===== src/rtl/dm_port_arbiter_if.sv =====
// Data-memory port bundle: CPU and SDU requester
// channels plus the single RW memory port.
interface dm_port_arbiter_if #(
  parameter int ADDR_W = 10
);
  logic              cpu_req;
  logic              cpu_we;
  logic [31:0]       cpu_addr;
  logic [31:0]       cpu_wdata;
  logic              cpu_gnt;
  logic              cpu_stall;
  logic [31:0]       cpu_rdata;
  logic              cpu_rvalid;
  logic              cpu_err;

  logic              sdu_req;
  logic              sdu_we;
  logic [ADDR_W-1:0] sdu_addr;
  logic [31:0]       sdu_wdata;
  logic              sdu_lock;
  logic              sdu_gnt;
  logic [31:0]       sdu_rdata;
  logic              sdu_rvalid;

  logic [ADDR_W-1:0] mem_a;
  logic [31:0]       mem_d;
  logic              mem_we;
  logic [31:0]       mem_spo;

  modport slave (
    input  cpu_req, cpu_we, cpu_addr, cpu_wdata,
    output cpu_gnt, cpu_stall, cpu_rdata,
    output cpu_rvalid, cpu_err,
    input  sdu_req, sdu_we, sdu_addr, sdu_wdata,
    input  sdu_lock,
    output sdu_gnt, sdu_rdata, sdu_rvalid,
    output mem_a, mem_d, mem_we,
    input  mem_spo
  );

  modport master (
    output cpu_req, cpu_we, cpu_addr, cpu_wdata,
    input  cpu_gnt, cpu_stall, cpu_rdata,
    input  cpu_rvalid, cpu_err,
    output sdu_req, sdu_we, sdu_addr, sdu_wdata,
    output sdu_lock,
    input  sdu_gnt, sdu_rdata, sdu_rvalid,
    input  mem_a, mem_d, mem_we,
    output mem_spo
  );
endinterface


===== src/rtl/dm_port_arbiter.sv =====
// Data-memory RW port arbiter: CPU vs SDU with
// starvation bound and SDU lock bursts.
module dm_port_arbiter #(
  parameter logic [31:0] BASE_ADDR = 32'h0000_2000,
  parameter int          ADDR_W    = 10,
  parameter int          MAX_WAIT  = 8
) (
  input  logic             clk,
  input  logic             rst,
  dm_port_arbiter_if.slave bus
);

  localparam int CW = $clog2(MAX_WAIT + 1);

  typedef enum logic {
    ARB,
    LOCK
  } state_t;

  state_t        state, state_nx;
  logic [CW-1:0] cnt, cnt_nx;
  logic [31:0]   off;
  logic          bad;
  logic          starved;
  logic          cpu_gnt;
  logic          sdu_gnt;

  logic [31:0]   cpu_rdata_q;
  logic          cpu_rvalid_q;
  logic          cpu_err_q;
  logic [31:0]   sdu_rdata_q;
  logic          sdu_rvalid_q;

  // Offset wraps, so addresses below BASE_ADDR
  // land far above the window and read as bad.
  assign off = bus.cpu_addr - BASE_ADDR;
  assign bad = (off[1:0] != 2'b00)
             | ((off >> (ADDR_W + 2)) != 32'd0);
  assign starved = (cnt == CW'(MAX_WAIT));

  always_comb begin
    cpu_gnt  = 1'b0;
    sdu_gnt  = 1'b0;
    state_nx = state;
    case (state)
      ARB: begin
        if (bus.sdu_req && starved)
          sdu_gnt = 1'b1;
        else if (bus.cpu_req)
          cpu_gnt = 1'b1;
        else if (bus.sdu_req)
          sdu_gnt = 1'b1;
        if (sdu_gnt && bus.sdu_lock)
          state_nx = LOCK;
      end
      LOCK: begin
        sdu_gnt = bus.sdu_req;
        if (!bus.sdu_lock)
          state_nx = ARB;
      end
      default: state_nx = ARB;
    endcase
    // Reset is asynchronous, so grants must
    // also die combinationally while it is held.
    if (rst) begin
      cpu_gnt = 1'b0;
      sdu_gnt = 1'b0;
    end
  end

  always_comb begin
    cnt_nx = cnt;
    if (sdu_gnt)
      cnt_nx = '0;
    else if (bus.sdu_req && !starved)
      cnt_nx = cnt + 1'b1;
  end

  always_comb begin
    bus.mem_a  = '0;
    bus.mem_d  = '0;
    bus.mem_we = 1'b0;
    if (cpu_gnt) begin
      bus.mem_a  = off[ADDR_W+1:2];
      bus.mem_d  = bus.cpu_wdata;
      bus.mem_we = bus.cpu_we & ~bad;
    end else if (sdu_gnt) begin
      bus.mem_a  = bus.sdu_addr;
      bus.mem_d  = bus.sdu_wdata;
      bus.mem_we = bus.sdu_we;
    end
  end

  always_ff @(posedge clk or posedge rst) begin
    if (rst) begin
      state        <= ARB;
      cnt          <= '0;
      cpu_rdata_q  <= '0;
      cpu_rvalid_q <= 1'b0;
      cpu_err_q    <= 1'b0;
      sdu_rdata_q  <= '0;
      sdu_rvalid_q <= 1'b0;
    end else begin
      state        <= state_nx;
      cnt          <= cnt_nx;
      cpu_rvalid_q <= cpu_gnt & ~bus.cpu_we;
      cpu_err_q    <= cpu_gnt & bad;
      sdu_rvalid_q <= sdu_gnt & ~bus.sdu_we;
      if (cpu_gnt && !bus.cpu_we)
        cpu_rdata_q <= bad ? 32'd0 : bus.mem_spo;
      if (sdu_gnt && !bus.sdu_we)
        sdu_rdata_q <= bus.mem_spo;
    end
  end

  assign bus.cpu_gnt    = cpu_gnt;
  assign bus.cpu_stall  = bus.cpu_req & ~cpu_gnt;
  assign bus.cpu_rdata  = cpu_rdata_q;
  assign bus.cpu_rvalid = cpu_rvalid_q;
  assign bus.cpu_err    = cpu_err_q;
  assign bus.sdu_gnt    = sdu_gnt;
  assign bus.sdu_rdata  = sdu_rdata_q;
  assign bus.sdu_rvalid = sdu_rvalid_q;

endmodule

===== src/flat_wrapper.sv =====
// flat-port wrapper written by rule: the top's interface ports become plain ports
module dm_port_arbiter_flat 
#(
  parameter logic [31:0] BASE_ADDR = 32'h0000_2000,
  parameter int          ADDR_W    = 10,
  parameter int          MAX_WAIT  = 8
)
  (clk, rst, bus_cpu_req, bus_cpu_we, bus_cpu_addr, bus_cpu_wdata, bus_cpu_gnt, bus_cpu_stall, bus_cpu_rdata, bus_cpu_rvalid, bus_cpu_err, bus_sdu_req, bus_sdu_we, bus_sdu_addr, bus_sdu_wdata, bus_sdu_lock, bus_sdu_gnt, bus_sdu_rdata, bus_sdu_rvalid, bus_mem_a, bus_mem_d, bus_mem_we, bus_mem_spo);
  dm_port_arbiter_if #(.ADDR_W(ADDR_W)) bus_i ();
  input  logic clk;
  input  logic rst;
  input wire logic [$bits(bus_i.cpu_req)-1:0] bus_cpu_req;
  input wire logic [$bits(bus_i.cpu_we)-1:0] bus_cpu_we;
  input wire logic [$bits(bus_i.cpu_addr)-1:0] bus_cpu_addr;
  input wire logic [$bits(bus_i.cpu_wdata)-1:0] bus_cpu_wdata;
  output wire logic [$bits(bus_i.cpu_gnt)-1:0] bus_cpu_gnt;
  output wire logic [$bits(bus_i.cpu_stall)-1:0] bus_cpu_stall;
  output wire logic [$bits(bus_i.cpu_rdata)-1:0] bus_cpu_rdata;
  output wire logic [$bits(bus_i.cpu_rvalid)-1:0] bus_cpu_rvalid;
  output wire logic [$bits(bus_i.cpu_err)-1:0] bus_cpu_err;
  input wire logic [$bits(bus_i.sdu_req)-1:0] bus_sdu_req;
  input wire logic [$bits(bus_i.sdu_we)-1:0] bus_sdu_we;
  input wire logic [$bits(bus_i.sdu_addr)-1:0] bus_sdu_addr;
  input wire logic [$bits(bus_i.sdu_wdata)-1:0] bus_sdu_wdata;
  input wire logic [$bits(bus_i.sdu_lock)-1:0] bus_sdu_lock;
  output wire logic [$bits(bus_i.sdu_gnt)-1:0] bus_sdu_gnt;
  output wire logic [$bits(bus_i.sdu_rdata)-1:0] bus_sdu_rdata;
  output wire logic [$bits(bus_i.sdu_rvalid)-1:0] bus_sdu_rvalid;
  output wire logic [$bits(bus_i.mem_a)-1:0] bus_mem_a;
  output wire logic [$bits(bus_i.mem_d)-1:0] bus_mem_d;
  output wire logic [$bits(bus_i.mem_we)-1:0] bus_mem_we;
  input wire logic [$bits(bus_i.mem_spo)-1:0] bus_mem_spo;
  assign bus_i.cpu_req = bus_cpu_req;
  assign bus_i.cpu_we = bus_cpu_we;
  assign bus_i.cpu_addr = bus_cpu_addr;
  assign bus_i.cpu_wdata = bus_cpu_wdata;
  assign bus_cpu_gnt = bus_i.cpu_gnt;
  assign bus_cpu_stall = bus_i.cpu_stall;
  assign bus_cpu_rdata = bus_i.cpu_rdata;
  assign bus_cpu_rvalid = bus_i.cpu_rvalid;
  assign bus_cpu_err = bus_i.cpu_err;
  assign bus_i.sdu_req = bus_sdu_req;
  assign bus_i.sdu_we = bus_sdu_we;
  assign bus_i.sdu_addr = bus_sdu_addr;
  assign bus_i.sdu_wdata = bus_sdu_wdata;
  assign bus_i.sdu_lock = bus_sdu_lock;
  assign bus_sdu_gnt = bus_i.sdu_gnt;
  assign bus_sdu_rdata = bus_i.sdu_rdata;
  assign bus_sdu_rvalid = bus_i.sdu_rvalid;
  assign bus_mem_a = bus_i.mem_a;
  assign bus_mem_d = bus_i.mem_d;
  assign bus_mem_we = bus_i.mem_we;
  assign bus_i.mem_spo = bus_mem_spo;
  dm_port_arbiter #(.BASE_ADDR(BASE_ADDR), .ADDR_W(ADDR_W), .MAX_WAIT(MAX_WAIT)) u_core (.clk(clk), .rst(rst), .bus(bus_i));
endmodule

===== config.mk =====
export PLATFORM = sky130hd
export DESIGN_NAME = dm_port_arbiter_flat
export DESIGN_NICKNAME = d
export VERILOG_FILES = /design/src/rtl/dm_port_arbiter_if.sv /design/src/rtl/dm_port_arbiter.sv /design/src/flat_wrapper.sv
export SDC_FILE = /design/constraint.sdc
export NUM_CORES = 1
export LEC_CHECK = 0
export CAP_MARGIN = 25
export CORE_AREA = 2 2 104 106
export DETAILED_ROUTE_END_ITERATION = 6
export DIE_AREA = 0 0 106 108
export PLACE_DENSITY_LB_ADDON = 0.05
export SYNTH_ARGS = -nofsm -noshare
export SYNTH_HDL_FRONTEND = slang
export SYNTH_SLANG_ARGS = --single-unit

===== constraint.sdc =====
create_clock -name clk -period 2.4 [get_ports clk]
set_input_delay 0.36 -clock clk [delete_from_list [all_inputs] [get_ports clk]]
set_output_delay 0.36 -clock clk [all_outputs]
set_load 0.005 [all_outputs]

# Word level (Yosys, flattened, before mapping)

Cells that the tools add are included.

Flip-flop bits (word level): 72

Reduce and logical (&&, ||, !) cells: 11
Bitwise operators: 11
Eq/ne operators: 1
Multiplexer cells: 22
Add/subtract/negate cells: 2

Operators with widths:

| kind                     | number |
|---|---|
| $mux W32                 | 3 |
| $reduce_bool A32 Y1      | 1 |
| $sub A32 B14 Y32 const B | 1 |
| $mux W10                 | 2 |
| $mux W1                  | 13 |
| $mux W4                  | 2 |
| $and A1 B1 Y1            | 5 |
| $logic_and A1 B1 Y1      | 5 |
| $not A1 Y1               | 5 |
| $add A4 B1 Y4 const B    | 1 |
| $eq A4 B4 Y1 const B     | 1 |
| $pmux W1 S2              | 2 |
| $reduce_bool A2 Y1       | 2 |
| $logic_not A1 Y1         | 3 |
| $or A1 B1 Y1             | 1 |

# Depth between registers and ports, before layout

Word-level depth: 8
Mapped depth: 9
Depth with buffers taken out: 7

# Least setup slack after synthesis

Ideal clock, no wire load.

Kind: reg2out
From: register u_core.cnt[0]
To: output bus_mem_d[10]
Slack: 0.370 ns
Buffers on the path: 2
Required time: 2.040 ns
Cell stages (with the launch flop): 9
Data arrival time: 1.670 ns
Cell sequence: dfrtp_1 inv_1 ha_1 nand4b_1 and3b_1 nor3b_2 buf_2 buf_2 a22o_1

Longest elaborated chain between the ends: 8

Ends and longest elaborated chain:

| what                   | RTL line               | RTL |
|---|---|---|
| start, declared        | dm_port_arbiter.sv:21  | `logic [CW-1:0] cnt, cnt_nx;` |
| start signal, assigned | dm_port_arbiter.sv:105 | `cnt <= cnt_nx;` |
| $eq A4 B4 Y1 *         | dm_port_arbiter.sv:39  | `assign starved = (cnt == CW'(MAX_WAIT));` |
| $logic_and A1 B1 Y1 *  | dm_port_arbiter.sv:47  | `if (bus.sdu_req && starved)` |
| $mux W1                | dm_port_arbiter.sv:47  |  |
| $mux W1                | dm_port_arbiter.sv:45  | `case (state)` |
| $pmux W1 S2            | dm_port_arbiter.sv:45  |  |
| $mux W1                | dm_port_arbiter.sv:65  | `if (rst) begin` |
| $mux W32               | dm_port_arbiter.sv:87  | `end else if (sdu_gnt) begin` |
| $mux W32 *             | dm_port_arbiter.sv:83  | `if (cpu_gnt) begin` |
| end, declared          | flat_wrapper.sv:30     | `output wire logic [$bits(bus_i.mem_d)-1:0] bus_mem_d;` |

Every way passes the cells marked *; elsewhere a longest branch is shown, timed or not. The select of a mux whose other input is x is not followed.

# Worst setup path in the final report

From: register u_core.cnt[0]
To: register u_core.sdu_rdata_q[27] (netlist: u_core.bus.sdu_rdata[27])

Longest elaborated chain between the ends: 7

Ends and longest elaborated chain:

| what                 | RTL line               | RTL |
|---|---|---|
| $eq A4 B4 Y1         | dm_port_arbiter.sv:39  |  |
| $logic_and A1 B1 Y1  | dm_port_arbiter.sv:47  |  |
| $mux W1              | dm_port_arbiter.sv:47  |  |
| $mux W1              | dm_port_arbiter.sv:45  |  |
| $pmux W1 S2          | dm_port_arbiter.sv:45  |  |
| $mux W1              | dm_port_arbiter.sv:65  |  |
| $logic_and A1 B1 Y1  | dm_port_arbiter.sv:111 | `if (sdu_gnt && !bus.sdu_we)` |
| end signal, assigned | dm_port_arbiter.sv:112 | `sdu_rdata_q <= bus.mem_spo;` |
| end, declared        | dm_port_arbiter.sv:31  | `logic [31:0] sdu_rdata_q;` |

Every way passes these cells. The select of a mux whose other input is x is not followed.
A chain may end at the register's enable or synchronous reset.

==> results.toml <==
[yosys]
synth_cell_types = 36
ys.flop_type = "dfrtp_1"
synthSimpleGateAreaFrac_pct = 11.0
yosys_warnings = 0
syn_avg_cell_area_um2 = 12.4
synth-async-reset-ratio_pct = 100
synth_top_family_by_area = "compound AO/OA/AOI/OAI gates"
synth_compound_area_share_pct = 19.5
yosys-top-cells-area = "dfrtp_1, a22o_1, mux2_1, a31o_2, nor2b_1"
yosysMostFrequentCell = "dfrtp_1"
synthXorXnorAreaFrac_pct = 1.24
synthCells = 285
synth_top_cell_by_area = "dfrtp_1"
synthAdderAreaFrac_pct = 1.06
synth-edff-count = 0
synth.area.mux_share_pct = 10.5
yosys-top-cells-count = "dfrtp_1, a22o_1, nor2b_1, mux2_1, a31o_2"
netlist_area_mm2 = 0.00353
syn_nets = 433
synth_seq_cells = 72
synth-seq-area-share_pct = 51.1
synth_top_area_share_pct = 51.1

[grt]
track_usage_pct = 25.8
grt-ovfl-total = 0
use_met1_pct = 31.6
grt_use_met3_pct = 7.72
top_usage_layer = "met2"
grt_max_degree = 45
antenna_found_initial = 1
use_met2_pct = 43.5
grt_pass1_wl_um = 21800
grt_pass1_vias = 3812

[drt]
drc = 0
drtIter0Drc = 210
wl_per_cell_um = 21.1
num_vias = 3600
wirelength_um = 15200
ant_nets = 0
route.detailed.vias_per_inst = 4.99
dr.pass1.iters = 4

[placement]
port_buffers = 257
place.detailed.hpwl_um = 10800
place_congestion = 0.822

[final_layout]
area_growth_pct = 96.4
drive_above_1_share_pct = 31.3
finalNetCount = 728
post-route-util_pct = 67.7

[min_path]
hold_depth = 1
hold_class = "reg -> reg"
min_to = "u_core.bus.sdu_rdata[17]"
hp-start = "u_core.bus.sdu_rdata[17]"

[clocking]
cts_max_path_buffers = 2
clk_latency_ns = 0.35
ctsHoldBuffers = 0
cts-buffers-inserted = 9
htreeDepth = 3
cts_tree = "built"
cts_root_buf = "clkbuf_8"
cts_sinks = 72
clkTransAtPathRegs_ns = 0.08

[die]
die_w_um = 106
ios = 258
die_area_mm2 = 0.0114
initial_core_util_pct = 34.5
die_h_um = 108
core_area_mm2 = 0.0102
core.rowCount = 37

[power_and_ir_drop]
ir_drop_v = 0.000304
p_leak_nw = 3.18
power_density_mw_per_mm2 = 557

[timing]
max_freq_mhz = 381
fin_crit_ns = 2.63
slew_headroom_pct = 61.5
worst_pin_slew_ns = 0.577
drv_slew = 0
fin_skew_ns = 0.00847
rsz0062_at_grt = "true"
setup_viol = 75
fin_crit_sh_pct = 109
hold_viol = 0
hold_slack_ns = 0.486
fin_ws_ns = -0.227

[worst_setup_path]
r2r_end = "u_core.bus.sdu_rdata[27]"
worstPathRequired_ns = 2.63
critPathMaxFanout = 6
path_class = "reg -> reg"
crit_path_end_kind = "register"
rr_startpoint = "u_core.cnt[0]"
r2r_setup_slack_ns = -0.23
arrival_ns = 2.85
r2r_cells = 14
critPathLaunchType = "register"

[run_status]
violations = "negative setup slack"
status = "finished with violations"

[run]
maxCapViolCount = 0
placed cells by master (no fill, tap or decap), types with 5 or more instances in the layout:
master and n:
mux2_4 25, buf_6 15, buf_4 23, buf_2 42
dfrtp_1 72, buf_12 7, nor2b_1 33, a31o_2 28
nor2_1 6, buf_16 5, mux2_1 5, clkbuf_8 9
clkdlybuf4s50_1 209, a22o_1 41
report_power, final:
group	switching [W]	internal (W)	total, W
registers	0.000109	0.00139	0.00150
clock network	0.000472	0.000486	0.000958
logic	0.000467	0.000929	0.00140
total	0.00105	0.00281	0.00386
state kept, by name, indices dropped and copies added, names as in the netlist:
register,count
u_core.bus.cpu_err,1
u_core.bus.cpu_rdata,32
u_core.bus.cpu_rvalid,1
u_core.bus.sdu_rdata,32
u_core.bus.sdu_rvalid,1
u_core.cnt,4
u_core.state,1
repair_timing:
item                                    CTS  global route
endpoints found under the setup margin   79           111
pin swaps                                35            13
cloned                                    9             1
setup buffers                            27             4
resized for setup                       219            34
how the worst max path moves through the flow:
stage,startpoint,endpoint,slack (ns),cells past startpoint
after global placement,bus_cpu_addr[13],bus_mem_we,-0.73,9
after floorplan,rst,u_core.bus.cpu_err,0.22,1
after detailed placement,bus_cpu_addr[13],bus_mem_we,-0.73,9
final,u_core.cnt[0],u_core.bus.sdu_rdata[27],-0.23,14
after global routing,u_core.cnt[0],u_core.bus.sdu_rdata[24],-0.34,14
after CTS,bus_cpu_addr[13],bus_mem_we,-0.26,9
worst max-delay path, cell delays in order, from the launching register on:
cell      delay (ns)
dfrtp_1         0.40
inv_2           0.09
ha_4            0.14
nand4b_1        0.10
and3b_2         0.24
nor3b_4         0.22
buf_6           0.14
buf_8           0.11
buf_16          0.10
buf_6           0.10
buf_6           0.09
nor2b_4         0.16
buf_8           0.16
buf_12          0.14
mux2_1          0.33
final cells by class:
cell class / count / area, µm²
fillers: 812 / 3310
repair buffers: 309 / 3040
flip-flops and latches: 72 / 1800
multi-input cells: 182 / 1690
well taps: 136 / 170
clock buffers: 10 / 128
clock inverters: 6 / 68.8
inverters: 6 / 22.5
diodes: 1 / 2.50
cell families (layout without fill, tap and decap cells):
family / after synthesis / in the layout
and+or+nand+nor: 61 / 61
muxes: 33 / 33
other: 0 / 1
adders and majority gates: 3 / 3
AOI/OAI and AO/OA: 80 / 80
xor gates and xnor gates: 5 / 5
buffers and inverters: 31 / 331
DFF: 72 / 72
layer usage:
| metal | part of all wire, % | vias to the layer above |
|---|---|---|
| met2 | 50 | 171 |
| met1 | 39 | 1752 |
| met5 | 0.046 | - |
| met4 | 2.3 | 2 |
| li1 | - | 1653 |
| met3 | 8.6 | 22 |
per-stage QoR:
step	instance area [µm²]	power (W)	setup slack [ns]	setup TNS [ns]	instances
finish	6920	0.00386	-0.227	-10.52	722
global route	6920	0.00406	-0.337	-19.82	721
CTS	6880	0.00379	-0.262	-13.26	725
detailed placement	6350	0.00270	-0.732	-31.21	675
global placement	6350	0.00267	-0.730	-31.22	675
floorplan	3530	0.00185	0.215	0	285
No activity file was read; power rests on OpenSTA's default activity.
